$ cat src/rtl/apb3_master_arbiter.sv
// Two-requester APB3 master: round-robin grant, SETUP/ACCESS sequencing,
// and an ACCESS-phase timeout for slaves that never raise PREADY.
module apb3_master_arbiter #(
  parameter int unsigned TIMEOUT_CYCLES = 255
) (
  input  logic        PCLK,
  input  logic        PRESET,
  input  logic        REQ0,
  input  logic        REQ1,
  input  logic        WRITE0,
  input  logic        WRITE1,
  input  logic [31:0] ADDR0,
  input  logic [31:0] ADDR1,
  input  logic [31:0] WDATA0,
  input  logic [31:0] WDATA1,
  output logic        ACK0,
  output logic        ACK1,
  output logic [31:0] RDATA,
  output logic        ERR,
  output logic        BUSY,
  output logic [31:0] PADDR,
  output logic        PSEL,
  output logic        PENABLE,
  output logic        PWRITE,
  output logic [31:0] PWDATA,
  input  logic [31:0] PRDATA,
  input  logic        PREADY,
  input  logic        PSLVERR
);

  typedef enum logic [1:0] {IDLE = 2'd0, SETUP = 2'd1, ACCESS = 2'd2, DONE = 2'd3} state_t;

  localparam logic [15:0] TIMEOUT_VAL = 16'(TIMEOUT_CYCLES);
  localparam bit          TIMEOUT_EN  = (TIMEOUT_CYCLES != 0);

  state_t      state, state_nx;
  logic        gnt, gnt_nx, last_gnt, last_gnt_nx;
  logic        pick, timeout_hit;
  logic [15:0] wait_cnt, wait_cnt_nx;
  logic [31:0] paddr_nx, pwdata_nx, rdata_nx;
  logic        pwrite_nx, err_nx, psel_nx, penable_nx, ack0_nx, ack1_nx, busy_nx;

  // On a tie the requester that was not served last wins.
  assign pick        = (REQ0 && REQ1) ? ~last_gnt : REQ1;
  assign timeout_hit = TIMEOUT_EN && (wait_cnt == TIMEOUT_VAL);

  always_ff @(posedge PCLK or posedge PRESET) begin
    if (PRESET) begin
      state    <= IDLE;
      gnt      <= 1'b0;
      last_gnt <= 1'b1;
      wait_cnt <= 16'd0;
      PADDR    <= 32'd0;
      PWRITE   <= 1'b0;
      PWDATA   <= 32'd0;
      RDATA    <= 32'd0;
      ERR      <= 1'b0;
      PSEL     <= 1'b0;
      PENABLE  <= 1'b0;
      ACK0     <= 1'b0;
      ACK1     <= 1'b0;
      BUSY     <= 1'b0;
    end else begin
      state    <= state_nx;
      gnt      <= gnt_nx;
      last_gnt <= last_gnt_nx;
      wait_cnt <= wait_cnt_nx;
      PADDR    <= paddr_nx;
      PWRITE   <= pwrite_nx;
      PWDATA   <= pwdata_nx;
      RDATA    <= rdata_nx;
      ERR      <= err_nx;
      PSEL     <= psel_nx;
      PENABLE  <= penable_nx;
      ACK0     <= ack0_nx;
      ACK1     <= ack1_nx;
      BUSY     <= busy_nx;
    end
  end

  always_comb begin
    state_nx = state;
    case (state)
      IDLE:    if (REQ0 || REQ1) state_nx = SETUP;
      SETUP:   state_nx = ACCESS;
      ACCESS:  if (PREADY || timeout_hit) state_nx = DONE;
      DONE:    state_nx = IDLE;
      default: state_nx = IDLE;
    endcase
  end

  // Outputs are computed from the next state so they register in step with it.
  always_comb begin
    gnt_nx      = gnt;
    last_gnt_nx = last_gnt;
    wait_cnt_nx = wait_cnt;
    paddr_nx    = PADDR;
    pwrite_nx   = PWRITE;
    pwdata_nx   = PWDATA;
    rdata_nx    = RDATA;
    err_nx      = ERR;
    psel_nx     = (state_nx == SETUP) || (state_nx == ACCESS);
    penable_nx  = (state_nx == ACCESS);
    busy_nx     = (state_nx != IDLE);
    ack0_nx     = (state_nx == DONE) && !gnt;
    ack1_nx     = (state_nx == DONE) && gnt;
    case (state)
      IDLE: begin
        if (state_nx == SETUP) begin
          gnt_nx      = pick;
          last_gnt_nx = pick;
          wait_cnt_nx = 16'd0;
          paddr_nx    = pick ? ADDR1  : ADDR0;
          pwrite_nx   = pick ? WRITE1 : WRITE0;
          pwdata_nx   = pick ? WDATA1 : WDATA0;
        end
      end
      ACCESS: begin
        if (PREADY) begin
          rdata_nx = PWRITE ? 32'd0 : PRDATA;
          err_nx   = PSLVERR;
        end else if (timeout_hit) begin
          rdata_nx = 32'd0;
          err_nx   = 1'b1;
        end else begin
          wait_cnt_nx = wait_cnt + 16'd1;
        end
      end
      default: ;
    endcase
  end

endmodule

$ cat config.mk
export PLATFORM = sky130hd
export DESIGN_NAME = apb3_master_arbiter
export DESIGN_NICKNAME = d
export VERILOG_FILES = /design/src/rtl/apb3_master_arbiter.sv
export SDC_FILE = /design/constraint.sdc
export NUM_CORES = 1
export LEC_CHECK = 0
export BUFFER_PORTS_ARGS = -buffer_cell sky130_fd_sc_hd__buf_2
export CAP_MARGIN = 0
export CORE_MARGIN = 1.5
export CORE_UTILIZATION = 47
export CTS_BUF_LIST = sky130_fd_sc_hd__clkbuf_8 sky130_fd_sc_hd__clkbuf_16
export CTS_CLUSTER_SIZE = 8
export DETAILED_ROUTE_END_ITERATION = 12
export GPL_ROUTABILITY_DRIVEN = 0
export PLACE_DENSITY = 0.84
export SETUP_SLACK_MARGIN = 0.05
export SLEW_MARGIN = 25
export SYNTH_ARGS = -nofsm -noshare
export SYNTH_HDL_FRONTEND = slang
export SYNTH_SLANG_ARGS = --single-unit
$ cat constraint.sdc
create_clock -name PCLK -period 5.2 [get_ports PCLK]
set_clock_uncertainty 0.2 [all_clocks]
set_input_delay 1.04 -clock PCLK [delete_from_list [all_inputs] [get_ports PCLK]]
set_output_delay 1.04 -clock PCLK [all_outputs]
set_load 0.05 [all_outputs]
Yosys cells after proc, flatten, opt, wreduce, memory -nomap -nowiden
Cells that the tools add are included.
- register bits after elaboration: 123
- input bits: 168
- output and inout bits: 103
- logic and storage cells: 56
- add/subtract/negate cells: 1
- equality and inequality tests: 10
- multiplexer cells: 16
- bitwise operators: 1
- reduce and logical (&&, ||, !) cells: 14
- operators with widths (cell ; number):
    2-to-1 mux 32 bit ; 5
    2-to-1 mux 16 bit ; 3
    case mux 16 bit (2 select lines) ; 1
    adder 16 x 1 -> 16 bit, second input constant ; 1
    equality test 16 x 8 -> 1 bit, second input constant ; 1
    equality test 2 bit, second input constant ; 4
    case mux 2 bit (4 select lines) ; 1
    inequality test 2 bit, second input constant ; 3
    nonzero test 2 bit ; 3
    equality test 2 x 1 -> 1 bit, second input constant ; 2
    2-to-1 mux 1 bit ; 4
    2-to-1 mux 2 bit ; 2
    AND reduction 2 bit ; 2
    AND reduction 4 bit ; 1
    logical AND 1 bit ; 3
    logical OR 1 bit ; 3
    zero test 2 bit ; 1
    zero test 1 bit ; 1
    NOT 1 bit ; 1

Depth between registers and ports, before layout
Gate-level depths: netlist of run 1.
- depth in word-level cells: 7
- depth in mapped cells: 9
- depth with buffers taken out: 7

Worst setup path before layout of run 1
Ideal clock, no wire load.
- path type: input to register
- start point: input port REQ1
- end point: register gnt
- setup time: 125 ps
- arrival time: 2359 ps
- required time: 4875 ps
- slack: 2516 ps
- cell stages on the path: 5
- path buffers: 1
- cell sequence: or2_2 a21o_1 o311ai_4 buf_6 mux2_4
- word-level cells in the longest chain between the ends: 5
- elaborated cells between the ends (all ways): 7
- those cells by class: 1 x eq/ne; 3 x mux; 3 x reduce/logical
- RTL lines (what ; RTL line ; source):
    start: declaration ; 9 ; input logic REQ1,
    logical OR 1 bit ; 84 ; IDLE: if (REQ0 || REQ1) state_nx = SETUP;
    2-to-1 mux 2 bit ; 84 ;
    case mux 2 bit (4 select lines) ; 83 ; case (state)
    equality test 2 x 1 -> 1 bit ; 109 ; if (state_nx == SETUP) begin
    AND reduction 2 bit (no line) ; n/a ;
    end signal: assignment ; 65 ; gnt <= gnt_nx;
    end: declaration ; 37 ; logic gnt, gnt_nx, last_gnt, last_gnt_nx;
Parallel ways exist; a longest one is shown, timed or not.
A chain may end at the register's enable or synchronous reset.

Worst setup path in the final report of run 1
- start point: register state[0]
- end point: register gnt
- word-level cells in the longest chain between the ends: 4
- elaborated cells between the ends (all ways): 9
- those cells by class: 4 x eq/ne; 3 x mux; 2 x reduce/logical
- RTL lines (what ; RTL line ; source):
    start: declaration ; 36 ; state_t state, state_nx;
    start signal: assignment ; 64 ; state <= state_nx;
    equality test 2 bit, or another cell as far along ; 83 ;
    case mux 2 bit (4 select lines) ; 83 ;
    equality test 2 x 1 -> 1 bit ; 109 ;
    AND reduction 2 bit (no line) * ; n/a ;
Mark *: on every way between the ends. The rest lies on a longest branch, timed or not.

==> metrics, run 1 <==
largest net degree at the start of global routing 133; CTS H-Tree Depth 4; Hold Crit Class reg2reg; final slew viol count 0; EDFF count, synth 0; initial core utilization 48.10%; post-layout minimum cycle time 2.851 ns; crit-path max FO 132; R2R depth 7; antenna violations before repair 0; slew at the pin closest to its max-slew limit 0.8540 ns; CTS Hold Buffers Added 0; later-pin clock latency in the skew report 0.40 ns; Tcrit/Tclk final 54.82%; Critical Path Start state[0]$_DFF_PP0_; Synth top area share 53.07%; Hold Fails Final Rpt 0; R2R Path Start state[0]$_DFF_PP0_; die area 0.01291 mm²; floorplan row count 40; Ant. Diodes 0; TritonCTS clock tree yes; worst-case clock buffer depth 2; fmax 350.8 MHz; Setup TNS 0 ns; worst reg2reg path endpoint gnt$_DFFE_PP0P_; relative slew slack 43.07%; Layout fillers 969; clk sinks 123; share of cells above drive strength 1 40.33%; final wirelength 13000 µm; Port Buf Inserts 270; Area growth syn-to-layout 35.30%; Core Area 0.01196 mm²; Post-synth ARST share 100.0%; Mapped Cells 567; critical path type reg2reg; Tot GR Track Use 20.75%; sequential area share after synthesis 53.52%; power per cell area 664.7 mW/mm²; vias in the first global route 4603; peak supply drop 0.3492 mV; startpoint types flip-flop; CP required 5.28 ns; # resized after CTS 0; Worst path depth 7; Hold Path Cell Cnt 1; Worst Path Buf+Inv 2; Remaining Overflow, GRT 0; detailed placement HPWL 9478 µm; clock-pin slew on the worst setup and hold paths 0.06 ns; CP arrival 2.93 ns; setup violators final 0; DRC violations left 0; area of the multi-input gates 0.002441 mm²; largest area contributor in the netlist dfrtp_1; Slowest cell on crit path ha_1; register area 0.003079 mm²; Top FF cell, synth dfrtp_1; leakage dissipation 4.105 nW; chip height 113.6 µm; Synth Cell Area 0.005753 mm²; 1st-iter DRT viols 274; routed len/inst 13.19 µm; Yosys cell types 48; cts bufs inserted 17; Seq cells post-synth 123; FF-to-FF setup slack 2.35 ns; CP Capture Type flip-flop; CP cell instances inv_1, ha_1, nor2_1, a21oi_1, o311ai_4, buf_12, mux2_4; die width 113.6 µm; max_cap viols 0; status complete, no violations; CP endpoint gnt$_DFFE_PP0P_; synth warn 0; Root Driver clkbuf_16; Syn Area/Cell 10.15 µm²; Vias 4917; RSZ-0062 raised after global routing false; first-pass GRT wire length 21320 µm; Routed Antenna Nets 0; Via density 4.992; Crit path max-delay family adder cells; Post-CTS Setup Bufs 0; Post-Syn Nets 739; synth top area cells dfrtp_1, mux2i_1, nand2_1; Nets 997; largest stage delay on the critical path 0.73 ns; # IOs 271; Final Core Density 65.07%; drt pass-1 iters 4
==> worst min-delay path by stage <==
stage	start	end
detailed placement	gnt$_DFFE_PP0P_	ACK0$_DFF_PP0_
global placement	gnt$_DFFE_PP0P_	ACK0$_DFF_PP0_
finish	gnt$_DFFE_PP0P_	ACK0$_DFF_PP0_
floorplan	gnt$_DFFE_PP0P_	ACK0$_DFF_PP0_
global route	gnt$_DFFE_PP0P_	ACK0$_DFF_PP0_
CTS	gnt$_DFFE_PP0P_	ACK0$_DFF_PP0_
==> where the power goes <==
group	internal [W]	switching, W	total (W)
Clock	0.000816	0.000425	0.00124
Combinational	0.000614	0.00184	0.00245
Sequential	0.00130	0.000179	0.00148
Total	0.00273	0.00244	0.00517
==> layout make-up <==
| cell class | count | share of cell area [%] |
|---|---|---|
| Inverter | 10 | 0.5144 |
| Tap cell | 147 | 2.363 |
| Multi-Input combinational cell | 398 | 31.36 |
| Sequential cell | 123 | 39.56 |
| Clock buffer | 18 | 5.642 |
| Timing Repair Buffer | 275 | 18.05 |
| Clock inverter | 14 | 2.508 |
==> layout by cell type, fill, tap and decap left out, types with 3 or more instances in the layout <==
cell type / count
mux2i_1: 66
dfrtp_1: 122
clkbuf_16: 17
ha_1: 4
a31oi_1: 8
buf_4: 3
a21oi_1: 7
nand3_1: 6
o21ai_2: 15
nand4_1: 4
o211ai_1: 4
clkinv_4: 3
nand2b_1: 3
buf_2: 270
clkinvlp_4: 4
o21ai_0: 37
o21ai_1: 51
nand2_1: 142
nor3_1: 4
inv_1: 9
bufinv_16: 4
nor2_1: 11
==> cells in the mapped netlist (all sizes together), types with 3 or more instances <==
cell and count:
nand3 6, ha 4, a21oi 7, nand4 4, o211ai 4, buf 19
dfrtp 122, a31oi 8, inv 10, o21ai 105, nor3 4, nand2b 3
mux2i 66, or3 3, nor2 11, nand2 142, clkbuf 17
==> registers in the layout (all words and copies together) (netlist names) <==
name and cells:
last_gnt 1, RDATA 32, state 2, gnt 1
PADDR 32, ACK0 1, PSEL 1, PWDATA 32
wait_cnt 16, BUSY 1, ERR 1, ACK1 1
PWRITE 1, PENABLE 1
==> logic make-up after synthesis <==
group | after synthesis | share of synthesized area, %
AOI/OAI and AO/OA | 141 | 15.31
xor gates and xnor gates | 1 | 0.1523
adders and majority gates | 4 | 0.8700
buffers and inverters | 46 | 4.502
DFF | 123 | 53.52
muxes | 68 | 12.01
and+or+nand+nor | 184 | 13.64
==> metal layers <==
metal  vias up  GRT usage [%]  routed length (µm)
met3        22          6.536                1025
met4         0          8.000                 219
met1      2199          24.73                5422
met5         -              0                   0
li1       2498              -                   -
met2       198          35.18                6329
==> stage by stage <==
step           instances  setup slack (ns)  hold slack, ns  cell area [µm²]  power [W]
2_1_floorplan        567            0.6908          0.2143             5753   0.003430
3_3_place_gp         953             2.090          0.2361             7141   0.003916
3_5_place_dp         953             2.078          0.2467             7146   0.003973
4_1_cts              985             2.323          0.2486             7780   0.005231
5_1_grt              985             2.086          0.2772             7784   0.005479
6_report             985             2.349          0.2422             7784   0.005174
Power figures use the tool's default switching activity.
==> run 2: changes to the inputs <==
==> constraint.sdc (replaced) <==
create_clock -name PCLK -period 2.95 [get_ports PCLK]
set_clock_uncertainty 0.2 [all_clocks]
set_input_delay 0.59 -clock PCLK [delete_from_list [all_inputs] [get_ports PCLK]]
set_output_delay 0.59 -clock PCLK [all_outputs]
set_load 0.05 [all_outputs]
==> metrics, run 2 (same netlist as run 1, synthesis figures left out) <==
status complete, no violations (unchanged); slew at the pin closest to its max-slew limit 0.8512 ns (was 0.8540 ns); hold_ws 0.1027 ns (was 0.2422 ns); setup ws final 0.2948 ns (was 2.349 ns); commonest non-fill, non-tap cell in the layout buf_2 (unchanged); Slowest cell on crit path nor3_1 (was ha_1); Remaining Overflow, GRT 0 (unchanged); die area 0.01291 mm² (unchanged); CTS Hold Buffers Added 0 (unchanged); startpoint types flip-flop (unchanged); # IOs 271 (unchanged); net switching power 0.004396 W (was 0.002439 W); final slew viol count 0 (unchanged); relative slew slack 42.82% (was 43.07%); power per cell area 1177 mW/mm² (was 664.7 mW/mm²); peak supply drop 0.5659 mV (was 0.3492 mV); Tot GR Track Use 22.35% (was 20.75%); CP arrival 2.78 ns (was 2.93 ns); Worst Path Buf+Inv 2 (unchanged); Hold Crit Class in2async (was reg2reg); drt pass-1 iters 4 (unchanged); leakage dissipation 4.163 nW (was 4.105 nW); Area growth syn-to-layout 37.36% (was 35.30%); Setup TNS 0 ns (unchanged); Port Buf Inserts 270 (unchanged); pre-CTS WS 0.4242 ns (was 2.078 ns); Routed Antenna Nets 0 (unchanged); vias in the first global route 4697 (was 4603); chip height 113.6 µm (unchanged); RSZ-0062 raised after global routing false (unchanged); critical path type reg2reg (unchanged); Final Core Density 66.07% (was 65.07%); crit-path max FO 8 (was 132); Core Area 0.01196 mm² (unchanged); final wirelength 14050 µm (was 13000 µm); Worst path depth 7 (unchanged); Hold Fails Final Rpt 0 (unchanged); share of cells above drive strength 1 40.97% (was 40.33%); Root Driver clkbuf_16 (unchanged); initial core utilization 48.10% (unchanged); setup violators final 0 (unchanged); first-pass GRT wire length 22620 µm (was 21320 µm); CP cell instances inv_1, ha_1, inv_1, a221oi_1, nor3_1, a41oi_1, a31oi_1 (was inv_1, ha_1, nor2_1, a21oi_1, o311ai_4, buf_12, mux2_4); internal cell power 0.004906 W (was 0.002735 W); detailed placement HPWL 10160 µm (was 9478 µm); sequential power share 28.2% (was 28.7%); CP required 3.08 ns (was 5.28 ns); Crit path max-delay family simple AND/OR/NAND/NOR gates (was adder cells); most used cell, CP inv_1; Nets 1006 (was 997); DRC violations left 0 (unchanged); clk sinks 123 (unchanged); fmax 376.6 MHz (was 350.8 MHz); R2R depth 7 (unchanged); later-pin clock latency in the skew report 0.41 ns (was 0.40 ns); Via density 4.970 (was 4.992); Net Sw Frac 47.26% (was 47.14%); Final Power 0.009302 W (was 0.005174 W); Tcrit/Tclk final 90.01% (was 54.82%); routed len/inst 14.13 µm (was 13.19 µm); 1st-iter DRT viols 330 (was 274); largest net degree at the start of global routing 67 (was 133); die width 113.6 µm (unchanged); post-layout minimum cycle time 2.655 ns (was 2.851 ns); max_cap viols 0 (unchanged); # resized after CTS 0 (unchanged); CP Capture Type flip-flop (unchanged); clock share of power 24.1% (was 24.0%); worst-case clock buffer depth 2 (unchanged); top flop regs PADDR (32), PWDATA (32), RDATA (32) (unchanged); Post-CTS Setup Bufs 0 (unchanged); TritonCTS clock tree yes (unchanged); clock-pin slew on the worst setup and hold paths 0.06 ns (about the same); Logic pwr share 47.6% (was 47.3%); Vias 4940 (was 4917); Ant. Diodes 0 (unchanged); floorplan row count 40 (unchanged); cts bufs inserted 17 (unchanged); antenna violations before repair 0 (unchanged); largest stage delay on the critical path 0.73 ns (about the same); commonest cells after routing, fill and taps aside buf_2, nand2_1, dfrtp_1, mux2i_1, o21ai_1 (unchanged); CTS H-Tree Depth 4 (unchanged)
==> run 2: cell type report <==
cell class | instances | area [µm²]
Inverter | 10 | 41.29
Clock buffer | 19 | 452.9
Fill cell | 942 | 4059
Tap cell | 147 | 183.9
Clock inverter | 13 | 190.2
Sequential cell | 123 | 3079
Timing Repair Buffer | 284 | 1519
Multi-Input combinational cell | 398 | 2436
==> run 2: worst paths after layout <==
| path | start | end | slack (ns) |
|---|---|---|---|
| worst max-delay path | state[0]$_DFF_PP0_ | wait_cnt[3]$_DFFE_PP0P_ | 0.29 |
| worst min-delay path | PRESET | PWDATA[0]$_DFFE_PP0P_ | 0.10 |
| worst max register to register | state[0]$_DFF_PP0_ | wait_cnt[3]$_DFFE_PP0P_ | 0.29 |
| worst min register to register | PWDATA[4]$_DFFE_PP0P_ | PWDATA[4]$_DFFE_PP0P_ | 0.27 |
| max in group asynchronous | PRESET | wait_cnt[10]$_DFFE_PP0P_ | 1.87 |
| min in group PCLK | PRDATA[19] | RDATA[19]$_DFFE_PP0P_ | 0.22 |
==> run 2: through the flow <==
step,std cells,instance area (µm²)
final,994,7903
after detailed placement,962,7259
after floorplan,567,5757
after global routing,994,7903
after CTS,994,7903
after global placement,962,7259
==> run 2: power by group through the flow <==
stage,registers [W],clock network [W],logic [W]
floorplan,0.00452,0,0.00153
global placement,0.00263,0,0.00437
detailed placement,0.00264,0,0.00446
CTS,0.00263,0.00228,0.00446
global route,0.00270,0.00237,0.00473
finish,0.00263,0.00225,0.00443
==> run 2: worst min-delay path, stage by stage <==
cell and delay [ns]:
buf_2 0.11, clkinvlp_4 0.07, buf_4 0.35
==> run 2: per-layer routing <==
layer / share of wire [%] / vias to the layer above / GRT usage (%)
met4: 1.7 / 0 / 7.917
met3: 6.0 / 22 / 6.217
met5: 0 / - / 0
met1: 43 / 2211 / 27.46
met2: 50 / 202 / 37.91
li1: - / 2505 / -
